$ cat config.mk
export PLATFORM = sky130hd
export DESIGN_NAME = unpadder
export DESIGN_NICKNAME = d
export VERILOG_FILES = /design/src/rtl/sha3_pkg.sv /design/src/rtl/unpad_byte_scan.sv /design/src/rtl/unpadder.sv
export SDC_FILE = /design/constraint.sdc
export NUM_CORES = 1
export LEC_CHECK = 0
export BUFFER_PORTS_ARGS = -buffer_cell sky130_fd_sc_hd__buf_2
export CORE_MARGIN = 3
export CORE_UTILIZATION = 35
export DETAILED_ROUTE_END_ITERATION = 10
export PLACE_DENSITY = 0.57
export REMOVE_ABC_BUFFERS = 1
export SLEW_MARGIN = 20
export SYNTH_ARGS = -nofsm -noshare
export SYNTH_HDL_FRONTEND = slang
export SYNTH_SLANG_ARGS = --single-unit
$ cat constraint.sdc
create_clock -name clk -period 4.9 [get_ports clk]
set_input_delay 0.98 -clock clk [delete_from_list [all_inputs] [get_ports clk]]
set_output_delay 0.98 -clock clk [all_outputs]
set_load 0.1 [all_outputs]
$ cat src/rtl/sha3_pkg.sv
// Shared SHA-3 block constants and the unpadder state encoding.
// Imported by the unpadder and its byte scanner.
package sha3_pkg;

  localparam int RATE_WORDS = 18;
  localparam logic [7:0] PAD_FIRST = 8'h06;
  localparam logic [7:0] PAD_LAST = 8'h80;
  localparam logic [4:0] LAST_IDX = 5'(RATE_WORDS - 1);

  typedef enum logic [1:0] {
    ST_FILL  = 2'd0,
    ST_SCAN  = 2'd1,
    ST_DRAIN = 2'd2,
    ST_ERR   = 2'd3
  } state_e;

  // Keep the first n message bytes of a word, MSB first.
  function automatic logic [31:0] keep_mask(input logic [1:0] n);
    logic [31:0] m;
    case (n)
      2'd0: m = 32'h0000_0000;
      2'd1: m = 32'hFF00_0000;
      2'd2: m = 32'hFFFF_0000;
      default: m = 32'hFFFF_FF00;
    endcase
    return m;
  endfunction

endpackage

$ cat src/rtl/unpad_byte_scan.sv
// Finds the pad start byte in one buffered word, searching from the
// last byte of the word towards the first.
module unpad_byte_scan
  import sha3_pkg::*;
(
  input  logic [31:0] word,
  input  logic        is_word17,
  output logic        found,
  output logic [1:0]  pos,
  output logic        bad
);

  logic       hit;
  logic [1:0] k;
  logic [7:0] v;

  // In word 17 the low byte holds the closing pad, so it is skipped.
  always_comb begin
    hit = 1'b0;
    k = 2'd0;
    v = 8'h00;
    if (!is_word17 && word[7:0] != 8'h00) begin
      hit = 1'b1;
      k = 2'd3;
      v = word[7:0];
    end else if (word[15:8] != 8'h00) begin
      hit = 1'b1;
      k = 2'd2;
      v = word[15:8];
    end else if (word[23:16] != 8'h00) begin
      hit = 1'b1;
      k = 2'd1;
      v = word[23:16];
    end else if (word[31:24] != 8'h00) begin
      hit = 1'b1;
      k = 2'd0;
      v = word[31:24];
    end
  end

  always_comb begin
    found = 1'b0;
    bad = 1'b0;
    pos = k;
    if (is_word17 && word[7:0] == (PAD_FIRST | PAD_LAST)) begin
      found = 1'b1;
      pos = 2'd3;
    end else if (is_word17 && word[7:0] != PAD_LAST) begin
      bad = 1'b1;
    end else if (hit) begin
      found = (v == PAD_FIRST);
      bad = (v != PAD_FIRST);
    end
  end

endmodule

$ cat src/rtl/unpadder.sv
// SHA-3 pad10*1 remover: buffers one rate block, locates the pad on
// final blocks and replays the message words with last/byte_num.
module unpadder
  import sha3_pkg::*;
(
  input  logic        clk,
  input  logic        reset,
  input  logic [31:0] in,
  input  logic        in_valid,
  input  logic        in_last,
  output logic        in_ready,
  output logic [31:0] out,
  output logic        out_valid,
  input  logic        out_ready,
  output logic        out_last,
  output logic [1:0]  out_byte_num,
  output logic        out_err
);

  state_e      state_q, state_d;
  logic [4:0]  cnt_q, cnt_d;
  logic [4:0]  last_q, last_d;
  logic [1:0]  bn_q, bn_d;
  logic        fin_q, fin_d;
  logic [31:0] blk_q [RATE_WORDS];

  logic        take;
  logic [31:0] cur;
  logic        found, bad;
  logic [1:0]  pos;

  assign take = in_valid & in_ready;
  assign cur = blk_q[cnt_q];

  unpad_byte_scan u_scan (
    .word      (cur),
    .is_word17 (cnt_q == LAST_IDX),
    .found     (found),
    .pos       (pos),
    .bad       (bad)
  );

  always_ff @(posedge clk) begin
    if (reset) state_q <= ST_FILL;
    else state_q <= state_d;
  end

  always_ff @(posedge clk) begin
    if (reset) begin
      cnt_q <= 5'd0;
      last_q <= 5'd0;
      bn_q <= 2'd0;
      fin_q <= 1'b0;
    end else begin
      cnt_q <= cnt_d;
      last_q <= last_d;
      bn_q <= bn_d;
      fin_q <= fin_d;
    end
  end

  always_ff @(posedge clk) begin
    if (take) blk_q[cnt_q] <= in;
  end

  // cnt doubles as fill index, scan word index and drain index.
  always_comb begin
    state_d = state_q;
    cnt_d = cnt_q;
    last_d = last_q;
    bn_d = bn_q;
    fin_d = fin_q;
    unique case (state_q)
      ST_FILL: begin
        if (take) begin
          if (in_last && cnt_q != LAST_IDX) begin
            state_d = ST_ERR;
            cnt_d = 5'd0;
          end else if (cnt_q == LAST_IDX) begin
            if (in_last) begin
              state_d = ST_SCAN;
            end else begin
              state_d = ST_DRAIN;
              cnt_d = 5'd0;
              last_d = LAST_IDX;
              bn_d = 2'd0;
              fin_d = 1'b0;
            end
          end else begin
            cnt_d = cnt_q + 5'd1;
          end
        end
      end
      ST_SCAN: begin
        if (bad) begin
          state_d = ST_ERR;
          cnt_d = 5'd0;
        end else if (found) begin
          state_d = ST_DRAIN;
          cnt_d = 5'd0;
          last_d = cnt_q;
          bn_d = pos;
          fin_d = 1'b1;
        end else if (cnt_q == 5'd0) begin
          state_d = ST_ERR;
        end else begin
          cnt_d = cnt_q - 5'd1;
        end
      end
      ST_DRAIN: begin
        if (out_ready) begin
          if (cnt_q == last_q) begin
            state_d = ST_FILL;
            cnt_d = 5'd0;
          end else begin
            cnt_d = cnt_q + 5'd1;
          end
        end
      end
      ST_ERR: begin
        state_d = ST_FILL;
        cnt_d = 5'd0;
      end
      default: ;
    endcase
  end

  always_comb begin
    in_ready = 1'b0;
    out_valid = 1'b0;
    out = 32'h0;
    out_last = 1'b0;
    out_byte_num = 2'd0;
    out_err = 1'b0;
    if (!reset) begin
      unique case (state_q)
        ST_FILL: in_ready = 1'b1;
        ST_DRAIN: begin
          out_valid = 1'b1;
          if (fin_q && cnt_q == last_q) begin
            out_last = 1'b1;
            out_byte_num = bn_q;
            out = cur & keep_mask(bn_q);
          end else begin
            out = cur;
          end
        end
        ST_ERR: out_err = 1'b1;
        default: ;
      endcase
    end
  end

endmodule

### After elaboration in Yosys (flattened, before gate mapping)

Memories as Yosys holds them, arrays and structs flattened. A register that Yosys moved wholly into a read port is not among the register bits.
Index checks and enable logic that the tools add are counted.

| word-level totals | value |
|---|---|
| register bits after elaboration | 15 |
| logic and storage cells | 133 |
| memories | 1 |
| memory bits (writable) | 576 |
| bits of input ports | 37 |
| output and inout port bits | 38 |

Memory list:

| memory | words | width | rd ports | clocked after Yosys merged registers in | wr ports | line | text |
|---|---|---|---|---|---|---|---|
| blk_q | 18 | 32 | 1 | 1 | 1 | unpadder.sv:25 | `logic [31:0] blk_q [RATE_WORDS];` |

| cells by class | value |
|---|---|
| $add $sub $neg | 2 |
| bitwise gates (word level) | 2 |
| equality and inequality tests | 24 |
| reductions and logical operators | 17 |
| mux-type cells | 82 |

Operators with widths:

| kind | number |
|---|---|
| $mux W32 | 6 |
| $pmux W32 S3 | 1 |
| $mux W5 | 17 |
| $mux W2 | 21 |
| $and A32 B32 Y32 | 1 |
| $mux W8 | 4 |
| $reduce_bool A8 Y1 | 4 |
| $mux W1 | 28 |
| $pmux W5 S4 | 1 |
| $ne A2 B2 Y1 const B | 7 |
| $ne A4 B4 Y1 const B | 3 |
| $pmux W5 S2 | 1 |
| $eq A8 B3 Y1 const B | 1 |
| $eq A8 B8 Y1 const B | 1 |
| $ne A8 B3 Y1 const B | 1 |
| $ne A8 B8 Y1 const B | 1 |
| $pmux W2 S4 | 1 |
| $reduce_and A7 Y1 | 1 |
| $eq A2 B2 Y1 const B | 3 |
| $add A5 B1 Y5 const B | 1 |
| $eq A5 B5 Y1 | 1 |
| $eq A5 B5 Y1 const B | 1 |
| $logic_and A1 B1 Y1 | 5 |
| $logic_not A5 Y1 | 1 |
| 13 further kinds | 15 |

### Depth between registers and ports, before layout

Gate-level depths: netlist of the first run.

| logic depth | value |
|---|---|
| word-level depth | 14 |
| depth in mapped cells | 15 |
| gate-level depth less buffers | 10 |

### By module

From an unflattened synthesis of the first run, not the netlist that was laid out.

| second synthesis, totals | value |
|---|---|
| cells, all modules | 1311 |
| area, all modules | 23653.9 um^2 |

By module, submodules not included:

| module | sequential area each (um^2) | area an instance (um^2) | instances | cells an instance |
|---|---|---|---|---|
| unpadder | 17697.0 | 23397.4 | 1 | 1268 |
| unpad_byte_scan | 0.0 | 256.5 | 1 | 43 |

### Worst setup path after synthesis of the first run

OpenSTA, ideal clock, no wires.

| timing path | value |
|---|---|
| kind | input port to output port |
| from | input port reset |
| to | output port out[24] |
| data arrival time | 5.998 ns |
| cell stages on the path | 4 |
| setup slack | -2.078 ns |
| buffers on the path | 1 |
| data required time | 3.920 ns |
| cell sequence | buf_4 -> nor3b_1 -> o31ai_1 -> a21oi_1 |

| between the ends | value |
|---|---|
| word-level cells in the longest chain between the ends | 1 |

Ends and longest elaborated chain:

| what | line | text |
|---|---|---|
| start, declared | unpadder.sv:7 | `input logic reset,` |
| $mux W32 | unpadder.sv:135 | `if (!reset) begin` |
| end, declared | unpadder.sv:12 | `output logic [31:0] out,` |

No other way between the ends.

==> impl_summary.md, run 1 <==
Synthesis
The main combinational cell family by area after synthesis is multiplexers. The number of distinct library cells after synthesis is between 70 and 80. In the synthesized netlist the async set-or-reset flop fraction comes to 0%.

The cell count after synthesis came out at between 1000 and 1500. The sequential cell area fraction in the yosys report is about 73%. The synthesized area divided by synthesized cell count is 18.2 sq um. In this run the cell area of the synthesized design comes to 0.0241 sq mm. The synthesized netlist devotes less than 1% of its cell area to adder and majority cells.

Measured against the total synthesized area, the mux share comes to 13.6%. The synthesized-area fraction occupied by ao, oa, aoi and oai cells is between 5 and 6%. Among all flip-flop cells after synthesis, the most frequent one is sky130_fd_sc_hd__edfxtp_1. The number of synthesized flops with an enable pin is ~580.

The yosys synthesis warning count is 0. Of the total synthesized cell area, the portion taken by XOR and XNOR cells is less than 1%. The area fraction in and, or, nand and nor cells after synthesis is under 10%.

In this run, synthesis produced a sequential element count of approximately 600.

Timing
The final hold violation count is 0. The worst slew slack as a fraction of its limit is 33.2%. Setup repair after global routing left no endpoint under its margin. The setup clock skew after layout is approximately 0.019 ns.

The final max-slew violation count was 0. Setup violations remaining at the end of the flow were counted as 0. The routed design could run at a clock period as short as about 4.6 ns. Dividing the final minimum period by the clock period gives 94.0%. At the pin with the least slew margin, the transition time is 1.00 ns. For this run, the top clock speed supported by timing is around 220 MHz.

Worst setup path
The peak per-stage delay on the critical path is ~0.73 ns. The largest fanout of any net on the critical path is 15. The endpoint type of the worst setup path is a primary output. The cell type of the slowest stage on the worst timing path is sky130_fd_sc_hd__o21ai_0.

The critical path class is register to primary output. The number of buffers and inverters on the critical path is 3. Counting cells, the worst reg-to-reg path comes to 11. On the critical path the largest part of the delay comes from buffers and inverters. The data arrival time of the critical path is 3.63 ns. The data required time of the worst path is just under 4 ns.

STA classifies the critical path startpoint as a register. The critical path crosses 6 cells after its start point. Walking the worst path, the cells encountered are clkinv_1, buf_4, mux2i_1, o21ai_0, and3_1, buf_2.

Global route
The first global-routing pass estimated around 89 mm of wire. The largest net degree at the start of global routing is 56. The total congestion overflow is 0. The total global-route track usage is between 10% and 20%. The initial antenna violation count came to 5. The via count of the first global-routing pass is 12900.

Clock network
The clock-pin slew of the registers on the worst-case setup and hold paths is around 0.060 ns. The number of setup buffers added after CTS is 0. In this run the number of H-tree levels came out at 3. The total clock buffers created by CTS is 66. Counting every sink on the clock net gives roughly 600. The hold buffer count at cts is 0. In this run the deepest clock path goes through 3 buffers.

The cell at the root of the clock tree is sky130_fd_sc_hd__clkbuf_16. The clock reaches the later pin of the worst-skew pair after between 0.5 and 0.6 ns. The TritonCTS clock tree is built.

Finish
The count of cells in the finished layout, fillers not included, comes to around 2400. The count of filler cells inserted in the layout is ~6000. The post-layout net count is around 1500. The library cells used most frequently in the layout, excluding fill and tap cells, are 576 x sky130_fd_sc_hd__edfxtp_1, 142 x sky130_fd_sc_hd__mux2i_1, 80 x sky130_fd_sc_hd__nand2_1. The post-route netlist has a little under a quarter of its cells at a drive strength greater than 1. The layout overhead on the synthesized area is 16.9%.

The most frequent standard cell in the layout excluding fill and tap cells is sky130_fd_sc_hd__edfxtp_1.

Power and ir drop
Overall power consumption after layout is estimated at ~11000 uW. The static leakage is 0.00883 uW. The power density of the placed cells is approximately 400 mW/mm^2. Across the VDD grid, the largest voltage drop is 0.282 mV.

Route
In the routed design, unresolved DRC markers number 0. The met2 wire length is ~30 mm. The uppermost layer routed is met5. Dividing the detail-routed wire length by the instance count gives ~26 um. Detailed routing inserted a total of ~13000 vias. The wire length on met3 is 3.56 mm.

The total iterations of the first detailed-routing run is 5. Dividing the detail-routed via count by the number of cells gives about 5.4. The detailed router put a total of about 26 mm of wire on met1.

The count of routing violations after the opening detailed-route iteration is approximately 950. Once detail routing completed, the nets flagged for antenna violations numbered 0. The aggregate routed wire length is a little over 60 mm.

Job
Max-cap violations in this run came to 0.

Die
The height of the chip is about 270 um. The placement row count is 95. The die covers approximately 0.072 sq mm. The width of the chip is roughly 270 um. between 70 and 80 I/O pins were placed. The effective utilization at floorplan is roughly 36%. After floorplanning, the core was sized to cover 0.0678 sq mm.

Placed design
After detailed placement, the design holds a cell count of between 2000 and 2500. The count of input and output buffers is 74. The congestion estimate from routability-driven global placement came to between 0.8 and 0.9. Summed over all nets, the half-perimeter wirelength after detailed placement is 37.7 mm.

Status
The run finished with clean final reports.

Hold path
Counting instances, the worst hold path has a depth of 1. The class of the worst hold path is register to register.
registers in the layout (all words and copies together), names as in the netlist, named ones only:
signal   count
blk_q      576
cnt_q        5
last_q       5
bn_q         2
state_q      2
fin_q        1
worst paths after layout:
check                           slack [ns]     start       to
worst max-delay path                  0.29  register   out[1]
worst min-delay path                  0.47     fin_q    fin_q
worst max register to register        0.66  register  bn_q[1]
worst min register to register        0.47     fin_q    fin_q
layer usage:
metal,track usage (%),vias to the layer above
met5,0,-
met1,23.3,6625
li1,-,5646
met4,4.28,4
met3,3.40,95
met2,28.6,409
Yosys cell counts (8+ instances only):
library cell,number,area [sq um]
sky130_fd_sc_hd__dfxtp_1,20,400
sky130_fd_sc_hd__a32o_1,8,80.1
sky130_fd_sc_hd__buf_6,18,203
sky130_fd_sc_hd__mux4_1,9,236
sky130_fd_sc_hd__nand3_1,9,45.0
sky130_fd_sc_hd__nor3_1,8,40.0
sky130_fd_sc_hd__mux2_2,37,417
sky130_fd_sc_hd__a22oi_1,63,473
sky130_fd_sc_hd__clkbuf_1,14,52.6
sky130_fd_sc_hd__buf_4,16,120
sky130_fd_sc_hd__nand2_1,80,300
sky130_fd_sc_hd__edfxtp_1,576,17300
sky130_fd_sc_hd__mux2i_1,142,1420
sky130_fd_sc_hd__nor2_1,50,188
sky130_fd_sc_hd__buf_2,19,95.1
sky130_fd_sc_hd__a21oi_1,37,185
sky130_fd_sc_hd__a32oi_1,21,184
sky130_fd_sc_hd__nor2b_1,9,56.3
sky130_fd_sc_hd__mux4_2,51,1150
what timing repair did:
action | 4_1_cts | 5_1_grt
setup endpoints to repair | 0 | 5
resized for setup | 0 | 1
endpoints found under the hold margin | 0 | 0
power breakdown:
group / internal (uW) / leakage, uW / total, uW / switching (uW)
logic: 353 / 0.00245 / 943 / 591
clock network: 2870 / 0.00102 / 4780 / 1910
registers: 5630 / 0.00535 / 5670 / 47.2
metrics by stage:
step / util [%] / cell area (sq um) / setup TNS (ns) / hold slack (ns) / worst slack [ns]
global route: 41.6 / 28200 / 0 / 0.524 / 0.171
detailed placement: 38.5 / 26100 / 0 / 0.461 / 0.785
CTS: 41.6 / 28200 / 0 / 0.476 / 0.220
global placement: 38.5 / 26100 / 0 / 0.458 / 0.795
floorplan: - / 23600 / -277.46 / 0.440 / -6.37
finish: 41.6 / 28200 / 0 / 0.472 / 0.295
kinds of logic (layout without fill, tap and decap cells):
| family | after synthesis | count (layout) |
|---|---|---|
| other | 0 | 4 |
| buffers and inverters | 76 | 247 |
| AND/OR/NAND/NOR | 209 | 209 |
| XOR/XNOR | 9 | 9 |
| AO/OA/AOI/OAI | 188 | 188 |
| flip-flops | 596 | 596 |
| adder cells (fa/ha/maj) | 5 | 5 |
| multiplexers | 244 | 244 |
layout make-up:
class,instances,area (sq um),area share [%]
diodes,4,10.0,0.0355
flip-flops and latches,596,17700,62.8
clock buffers,83,1840,6.53
multi-input cells,655,6050,21.5
repair buffers,124,1200,4.26
inverters,6,22.5,0.0799
well taps,873,1090,3.87
clock inverters,34,265,0.941
Power figures use the tool's default switching activity.
==> run 2: changes to the inputs <==
- CELL_PAD_IN_SITES_DETAIL_PLACEMENT: default -> 1
- CELL_PAD_IN_SITES_GLOBAL_PLACEMENT: default -> 1
- CORE_MARGIN: 3 -> default
- PLACE_DENSITY: 0.57 -> 0.63
- SYNTH_HIERARCHICAL: default -> 1
==> run 2 against run 1 <==
  * Sequential power about the same
  * Synthesized cell count is 1.2% lower
  * Via count is 1.3% higher
  * Critical path depth is 10 higher
  * Register-to-register slack got worse by 0.25 ns
  * Final cell count decreased by 0.63%
==> impl_summary.md, run 2 <==
Synthesis
The main combinational cell family by area after synthesis was multiplexers (unchanged). The sequential cell area fraction in the yosys report was 74.8% (was 73.4%). The most numerous cell in the Yosys netlist is sky130_fd_sc_hd__edfxtp_1 (unchanged). The number of flip-flops and latches in the synthesized netlist is 596 (unchanged). The synthesized area divided by synthesized cell count is 18.0 sq um (was 18.2 sq um). The gate count after technology mapping is 1311 (was 1327). The xor/xnor cell area share of the yosys netlist was 0.328% (was 0.327%). The cell area after technology mapping was 0.0237 sq mm (was 0.0241 sq mm).

The fraction of the mapped netlist area in adder cells came to 0.264% (was 0.259%). The number of synthesized flops with an enable pin is 576 (unchanged). The synthesized-area fraction occupied by ao, oa, aoi and oai cells is 4.55% (was 5.86%). The area fraction of the dominant cell type after synthesis is 73.1% (was 71.7%). The flip-flop cell with the highest count after synthesis was sky130_fd_sc_hd__edfxtp_1 (unchanged). The yosys synthesis warning count came to 6 (was 0). The mux share of post-synthesis cell area is 13.1% (was 13.6%). Top cell types by occurrence after synthesis: 576 x sky130_fd_sc_hd__edfxtp_1, 129 x sky130_fd_sc_hd__mux2i_1, 101 x sky130_fd_sc_hd__a22oi_1 (was 576 x sky130_fd_sc_hd__edfxtp_1, 142 x sky130_fd_sc_hd__mux2i_1, 80 x sky130_fd_sc_hd__nand2_1).

Most area-consuming cells after synthesis: sky130_fd_sc_hd__edfxtp_1 73%, sky130_fd_sc_hd__mux4_2 6.1%, sky130_fd_sc_hd__mux2i_1 5.5% (was sky130_fd_sc_hd__edfxtp_1 72%, sky130_fd_sc_hd__mux2i_1 5.9%, sky130_fd_sc_hd__mux4_2 4.8%). The area fraction in and, or, nand and nor cells after synthesis was 5.52% (was 4.38%). The cell taking the most area after synthesis is sky130_fd_sc_hd__edfxtp_1 (unchanged). The number of distinct library cells after synthesis is 59 (was 75). The post-synthesis async set-or-reset flop share is 0% (unchanged).

Worst setup path
The number of buffers and inverters on the critical path is 2 (was 3). The critical path class is register to register (was register to primary output). Cell-by-cell trace of the critical path: and2_2, buf_4, buf_4, a22oi_1, nand3_1, nand3_1, nor3_1, a21oi_1, nor2_1, a21oi_1, o221a_1, nor4b_1, and3_1, or2_2, o21ai_0, a211oi_1 (was clkinv_1, buf_4, mux2i_1, o21ai_0, and3_1, buf_2). The depth of the most critical reg-to-reg path is 16 (was 11).

The peak per-stage delay on the critical path is 0.60 ns (was 0.73 ns). The startpoint type of the worst setup path was a register (unchanged). The reg-to-reg setup timing slack is 0.41 ns (was 0.66 ns).

The kind of cell adding the most delay to the critical path is simple AND/OR/NAND/NOR gates (was buffers and inverters). The endpoint type of the worst setup path is a register (was primary output). The largest fanout of any net on the critical path was 15 (unchanged). The data arrival time of the critical path is 5.02 ns (was 3.63 ns). The cell type of the slowest stage on the worst timing path was sky130_fd_sc_hd__nor3_1 (was sky130_fd_sc_hd__o21ai_0).

The data required time of the worst path was 5.43 ns (was 3.92 ns).

Route
The aggregate routed wire length came to 65.0 mm (was 61.4 mm). The DRC violations left was 0 (unchanged). The total iterations of the first detailed-routing run is 5 (unchanged). The per-cell via count in the routed design is 5.48 (was 5.38). The total via count in the routed design is 12900 (was 12800). The number of nets still failing antenna checks after routing is 0 (unchanged). The per-cell routed wire length is 27.5 um (was 25.9 um). The count of routing violations after the opening detailed-route iteration came to 963 (was 953).

Clock network
The total setup buffers inserted after CTS is 0 (unchanged). The later-pin clock latency in the skew report is 0.63 ns (was 0.59 ns). The maximum level of the CTS H-tree came to 2 (was 3). The clock-pin slew of the registers on the worst-case setup and hold paths came to 0.06 ns (about the same). The total clock buffers created by CTS is 61 (was 66).

The clock sink total is 596 (unchanged). The cell at the root of the clock tree is sky130_fd_sc_hd__clkbuf_16 (unchanged). The maximum clock path buffer count is 3 (unchanged). The TritonCTS clock tree is built (unchanged).

Placed design
The estimated wirelength of the detail-placed design is 38.2 mm (was 37.7 mm). The last weighted congestion value of the routability-driven placer is 0.785 (was 0.851). The cell area after placement came to 0.0256 sq mm (was 0.0261 sq mm). The instance count after placement with tap cells included came to 2248 (was 2254). The count of input and output buffers is 74 (unchanged).

Finish
The final cell count without fillers is 2360 (was 2375). The post-layout net count is 1489 (was 1491). The number of flip-flops under the largest register name came to 576 (unchanged). The design area is 0.0276 sq mm (was 0.0282 sq mm). The largest register by flop count is blk_q (unchanged). The layout overhead on the synthesized area is 16.6% (was 16.9%). The ratio of cells with drive above 1 in the final layout is 23.9% (was 23.2%). The most frequent standard cell in the layout excluding fill and tap cells is sky130_fd_sc_hd__edfxtp_1 (unchanged).

Largest registers ranked by flip-flop count: blk_q: 576 flops, cnt_q: 5 flops, last_q: 5 flops (unchanged). The core utilization of the finished layout is 41.6% (about the same). Most used cells in the layout excluding fill and tap cells: 576 x sky130_fd_sc_hd__edfxtp_1, 129 x sky130_fd_sc_hd__mux2i_1, 101 x sky130_fd_sc_hd__a22oi_1 (was 576 x sky130_fd_sc_hd__edfxtp_1, 142 x sky130_fd_sc_hd__mux2i_1, 80 x sky130_fd_sc_hd__nand2_1).

Timing
The final max-slew violation count is 0 (unchanged). The achievable clock frequency is 223 MHz (was 217 MHz). RSZ-0062 raised after global routing: no (unchanged). The transition at the pin with the smallest max-transition slack came to 0.986 ns (was 1.00 ns). The share of the clock period used by the worst path after layout is 91.6% (was 94.0%).

The shortest clock period the worst path allows after layout is 4.49 ns (was 4.61 ns). The setup clock skew after layout is 0.0172 ns (was 0.0188 ns). The final hold violation count was 0 (unchanged). The count of final setup violators is 0 (unchanged). The worst slew slack as a fraction of its limit was 33.8% (was 33.2%).

Die
The placeable core region is 0.0663 sq mm (was 0.0678 sq mm). The height of the chip is 262 um (was 269 um). The placement row count is 94 (was 95). The number of top-level pins was 75 (unchanged). The floorplan die area is 0.0686 sq mm (was 0.0721 sq mm). The width of the chip came to 262 um (was 269 um).

The effective utilization at floorplan was 35.7% (was 35.6%).

Hold path
The class of the worst hold path is register to register (unchanged). The hold path startpoint is last_q[0] (was fin_q). The number of stages on the worst hold path is 2 (was 1).

The end point of the worst hold path is last_q[0] (was fin_q).

Power and ir drop
The power density of the placed cells is 413 mW/mm^2 (was 404 mW/mm^2). The power dissipated by switching net loads was 2670 uW (was 2550 uW). The internal cell power is 8710 uW (was 8850 uW). The power share of the clock group is 40.3% (was 41.9%). The portion of total power attributed to sequential cells came to 49.8% (about the same).

The portion of total power attributed to combinational logic was 9.8% (was 8.3%). The switching power share of the total was 23.5% (was 22.4%). The static leakage is 0.00861 uW (was 0.00883 uW). The maximum VDD drop is 0.248 mV (was 0.282 mV).

Global route
The largest net degree at the start of global routing was 62 (was 56). The initial antenna violation count is 6 (was 5). The first-pass GRT wire length was 94.1 mm (was 89.3 mm).

The total congestion overflow is 0 (unchanged). The total global-route track usage came to 19.2% (was 17.2%). The via count of the first global-routing pass is 13600 (was 12900).

Job
The number of max-capacitance violations reported is 0 (unchanged).

Status
Run status: complete, no violations (unchanged).
[run 2: tightest hold or removal path, stage by stage (launching register included)]
cell and delay, ns:
sky130_fd_sc_hd__dfxtp_1 0.32, sky130_fd_sc_hd__inv_1 0.06, sky130_fd_sc_hd__a221oi_1 0.06
[run 2: power by group through the flow]
stage	clock [uW]	sequential (uW)	combinational, uW
2_1_floorplan	0	5870	782
3_5_place_dp	0	5780	1120
5_1_grt	4880	5680	1190
6_report	4590	5670	1120
4_1_cts	4690	5670	1130
3_3_place_gp	0	5780	1100
[run 2: cell type report]
class / instances / area (sq um)
sequential: 596 / 17700
clock buffer: 78 / 1590
timing repair buffer: 142 / 1010
clock inverter: 32 / 353
multi-input combinational: 637 / 5800
inverter: 9 / 33.8
antenna: 2 / 5.00
tap: 864 / 1080
fill: 6508 / 38800
[run 2: timing repair]
action,CTS,global route
hold buffers,0,0
gates resized for setup,0,1
setup endpoints to repair,0,6
[run 2: worst max-delay path by stage]
| stage | to | slack [ns] | cells past startpoint |
|---|---|---|---|
| after floorplan | out[1] | -4.53 | 4 |
| after global placement | register | 0.38 | 14 |
| after detailed placement | register | 0.29 | 14 |
| after CTS | register | 0.27 | 14 |
| after global routing | register | 0.08 | 16 |
| final | register | 0.41 | 16 |
[run 2: cells by family after synthesis]
family	after synthesis
DFF	596
adders and majority gates	5
and+or+nand+nor	252
buffers and inverters	78
muxes	225
xor gates and xnor gates	8
AOI/OAI and AO/OA	147
[run 2: per-stage QoR]
step	setup WS, ns	setup TNS (ns)	total power, uW	hold slack [ns]
2_1_floorplan	-4.53	-219.10	6650	0.450
3_3_place_gp	0.377	0	6880	0.469
3_5_place_dp	0.292	0	6900	0.491
4_1_cts	0.267	0	11500	0.503
5_1_grt	0.0786	0	11700	0.536
6_report	0.412	0	11400	0.499
[run 2: metal layers]
layer | track usage (%) | vias to the layer above | routed length [um]
li1 | - | 5561 | -
met1 | 26.5 | 6906 | 28900
met2 | 31.2 | 383 | 31100
met3 | 4.08 | 85 | 3790
met4 | 4.09 | 6 | 1160
met5 | 0 | - | 46
==> run 3: changes to the inputs <==
- CORE_ASPECT_RATIO: default -> 0.9
==> run 3 against run 2 <==
  * Die area barely moved
  * Register-to-register slack got worse by 0.12 ns
  * Wire length fell by 4.5%
==> impl_summary.md, run 3 (synthesized netlist as in run 2, its figures left out) <==
Worst setup path
The depth of the most critical reg-to-reg path is 15 (was 16). The endpoint type of the worst setup path is a register (unchanged). The largest fanout of any net on the critical path is 18 (was 15). The startpoint type of the worst setup path is a register (unchanged). The critical path class is register to register (unchanged).

The data arrival time of the critical path is 5.13 ns (was 5.02 ns). The data required time of the worst path is 5.42 ns (was 5.43 ns). The reg-to-reg setup timing slack is 0.29 ns (was 0.41 ns).

Clock network
The total setup buffers inserted after CTS is 0 (unchanged). The maximum clock path buffer count was 3 (unchanged). The later-pin clock latency in the skew report is 0.63 ns (about the same). The clock-pin slew of the registers on the worst-case setup and hold paths is 0.07 ns (was 0.06 ns). The maximum level of the CTS H-tree is 2 (unchanged). The TritonCTS clock tree is built (unchanged). The clock sink total is 596 (unchanged). The post-cts gate resize count came to 0 (unchanged). The hold buffer count at cts was 0 (unchanged).

The total clock buffers created by CTS is 59 (was 61). The cell at the root of the clock tree is sky130_fd_sc_hd__clkbuf_16 (unchanged).

Power and ir drop
The post-route total power was 11400 uW (about the same). The power dissipated by switching net loads is 2660 uW (was 2670 uW). The portion of total power attributed to combinational logic is 9.8% (about the same). The maximum VDD drop is 0.270 mV (was 0.248 mV).

The power density of the placed cells is 411 mW/mm^2 (was 413 mW/mm^2). The static leakage is 0.00863 uW (was 0.00861 uW). The switching power share of the total is 23.4% (was 23.5%). The power share of the clock group is 40.3% (about the same). The internal cell power is 8710 uW (about the same). The portion of total power attributed to sequential cells is 49.9% (was 49.8%).

Timing
The share of the clock period used by the worst path after layout was 94.1% (was 91.6%). The transition at the pin with the smallest max-transition slack is 1.16 ns (was 0.986 ns). The achievable clock frequency came to 217 MHz (was 223 MHz). The setup clock skew after layout is 0.0360 ns (was 0.0172 ns). The final max-slew violation count is 0 (unchanged).

RSZ-0062 raised after global routing: no (unchanged). The worst slew slack as a fraction of its limit came to 22.0% (was 33.8%). The shortest clock period the worst path allows after layout is 4.61 ns (was 4.49 ns). The final hold violation count is 0 (unchanged). The count of final setup violators is 0 (unchanged).

Job
The number of max-capacitance violations reported is 0 (unchanged).

Placed design
The instance count after placement with tap cells included is 2253 (was 2248). The estimated wirelength of the detail-placed design came to 38.2 mm (about the same). The last weighted congestion value of the routability-driven placer came to 0.833 (was 0.785). The count of input and output buffers is 74 (unchanged).

Finish
The most frequent standard cell in the layout excluding fill and tap cells is sky130_fd_sc_hd__edfxtp_1 (unchanged). The post-layout net count is 1482 (was 1489). The number of flip-flops under the largest register name was 576 (unchanged). The layout overhead on the synthesized area is 16.9% (was 16.6%). The final cell count without fillers came to 2362 (was 2360).

Most used cells in the layout excluding fill and tap cells: 576 x sky130_fd_sc_hd__edfxtp_1, 129 x sky130_fd_sc_hd__mux2i_1, 101 x sky130_fd_sc_hd__a22oi_1 (unchanged). The largest register by flop count is blk_q (unchanged). Largest registers ranked by flip-flop count: blk_q: 576 flops, cnt_q: 5 flops, last_q: 5 flops (unchanged). The ratio of cells with drive above 1 in the final layout is 24.4% (was 23.9%). The count of inserted antenna diode cells was 0 (was 2).

Route
The per-cell via count in the routed design is 5.41 (was 5.48). The count of routing violations after the opening detailed-route iteration was 1011 (was 963). The number of nets still failing antenna checks after routing was 0 (unchanged). The DRC violations left was 0 (unchanged). The total iterations of the first detailed-routing run is 7 (was 5). The per-cell routed wire length was 26.3 um (was 27.5 um). The aggregate routed wire length is 62.1 mm (was 65.0 mm).

The total via count in the routed design is 12800 (was 12900).

Global route
The initial antenna violation count is 3 (was 6). The first-pass GRT wire length came to 91.7 mm (was 94.1 mm). The largest net degree at the start of global routing is 42 (was 62). The via count of the first global-routing pass is 13600 (unchanged).

The total congestion overflow is 0 (unchanged). The total global-route track usage is 18.2% (was 19.2%).

Hold path
The end point of the worst hold path was last_q[0] (unchanged). The hold path startpoint is last_q[0] (unchanged). The class of the worst hold path is register to register (unchanged). The number of stages on the worst hold path is 2 (unchanged).

Die
The effective utilization at floorplan is 35.4% (was 35.7%). The placement row count is 90 (was 94). The floorplan die area came to 0.0686 sq mm (about the same).

The number of top-level pins came to 75 (unchanged). The width of the chip is 276 um (was 262 um). The placeable core region is 0.0669 sq mm (was 0.0663 sq mm). The height of the chip came to 249 um (was 262 um).

Status
Run status: complete, no violations (unchanged).
[run 3: final cells by class]
| class | instances | area (sq um) |
|---|---|---|
| Clock buffer | 69 | 1510 |
| Clock inverter | 40 | 430 |
| Fill cell | 6566 | 39200 |
| Inverter | 9 | 33.8 |
| Multi-Input combinational cell | 637 | 5790 |
| Sequential cell | 596 | 17700 |
| Tap cell | 874 | 1090 |
| Timing Repair Buffer | 137 | 1080 |
[run 3: routing by layer]
layer  vias to the layer above  GRT usage [%]  part of all wire (%)  wire length [um]
li1                       5553              -                     -                 -
met1                      6807           25.3                    45             28000
met2                       317           29.6                    48             29800
met3                        95           2.67                   4.6              2860
met4                         2           5.01                   2.3              1410
met5                         -              0                 0.021                13
[run 3: worst max-delay path: stages (launching register included)]
cell and delay (ns):
sky130_fd_sc_hd__dfxtp_4 0.52, sky130_fd_sc_hd__buf_12 0.23, sky130_fd_sc_hd__nor2b_4 0.39, sky130_fd_sc_hd__buf_12 0.23, sky130_fd_sc_hd__a22oi_1 0.10, sky130_fd_sc_hd__nand3_1 0.12, sky130_fd_sc_hd__nand3_1 0.12, sky130_fd_sc_hd__nor4_1 0.71
sky130_fd_sc_hd__and4b_1 0.34, sky130_fd_sc_hd__nand4_1 0.17, sky130_fd_sc_hd__o221a_1 0.34, sky130_fd_sc_hd__nor4b_1 0.40, sky130_fd_sc_hd__and3_1 0.25, sky130_fd_sc_hd__or2_2 0.16, sky130_fd_sc_hd__o21ai_0 0.09, sky130_fd_sc_hd__a211oi_1 0.31
[run 3: how the worst max path moves through the flow]
stage	from	to	cells past startpoint
floorplan	register	out[1]	4
global placement	register	register	16
detailed placement	register	register	15
CTS	register	register	15
global route	register	register	15
finish	register	register	15
[run 3: metrics by stage]
step / setup TNS (ns) / instance area, sq um / hold WS (ns) / setup WS (ns) / utilization [%]
finish: 0 / 27700 / 0.491 / 0.290 / 41.3
CTS: 0 / 27700 / 0.494 / 0.371 / 41.3
global route: 0 / 27700 / 0.529 / 0.0941 / 41.3
detailed placement: 0 / 25700 / 0.481 / 0.423 / 38.4
global placement: 0 / 25700 / 0.477 / 0.428 / 38.4
floorplan: -219.10 / 23300 / 0.450 / -4.53 / -
[run 3: power by group through the flow]
stage | Clock (uW) | Sequential [uW] | Combinational (uW)
6_report | 4580 | 5670 | 1110
5_1_grt | 4870 | 5670 | 1180
4_1_cts | 4700 | 5670 | 1120
3_5_place_dp | 0 | 5780 | 1110
3_3_place_gp | 0 | 5780 | 1100
2_1_floorplan | 0 | 5870 | 782
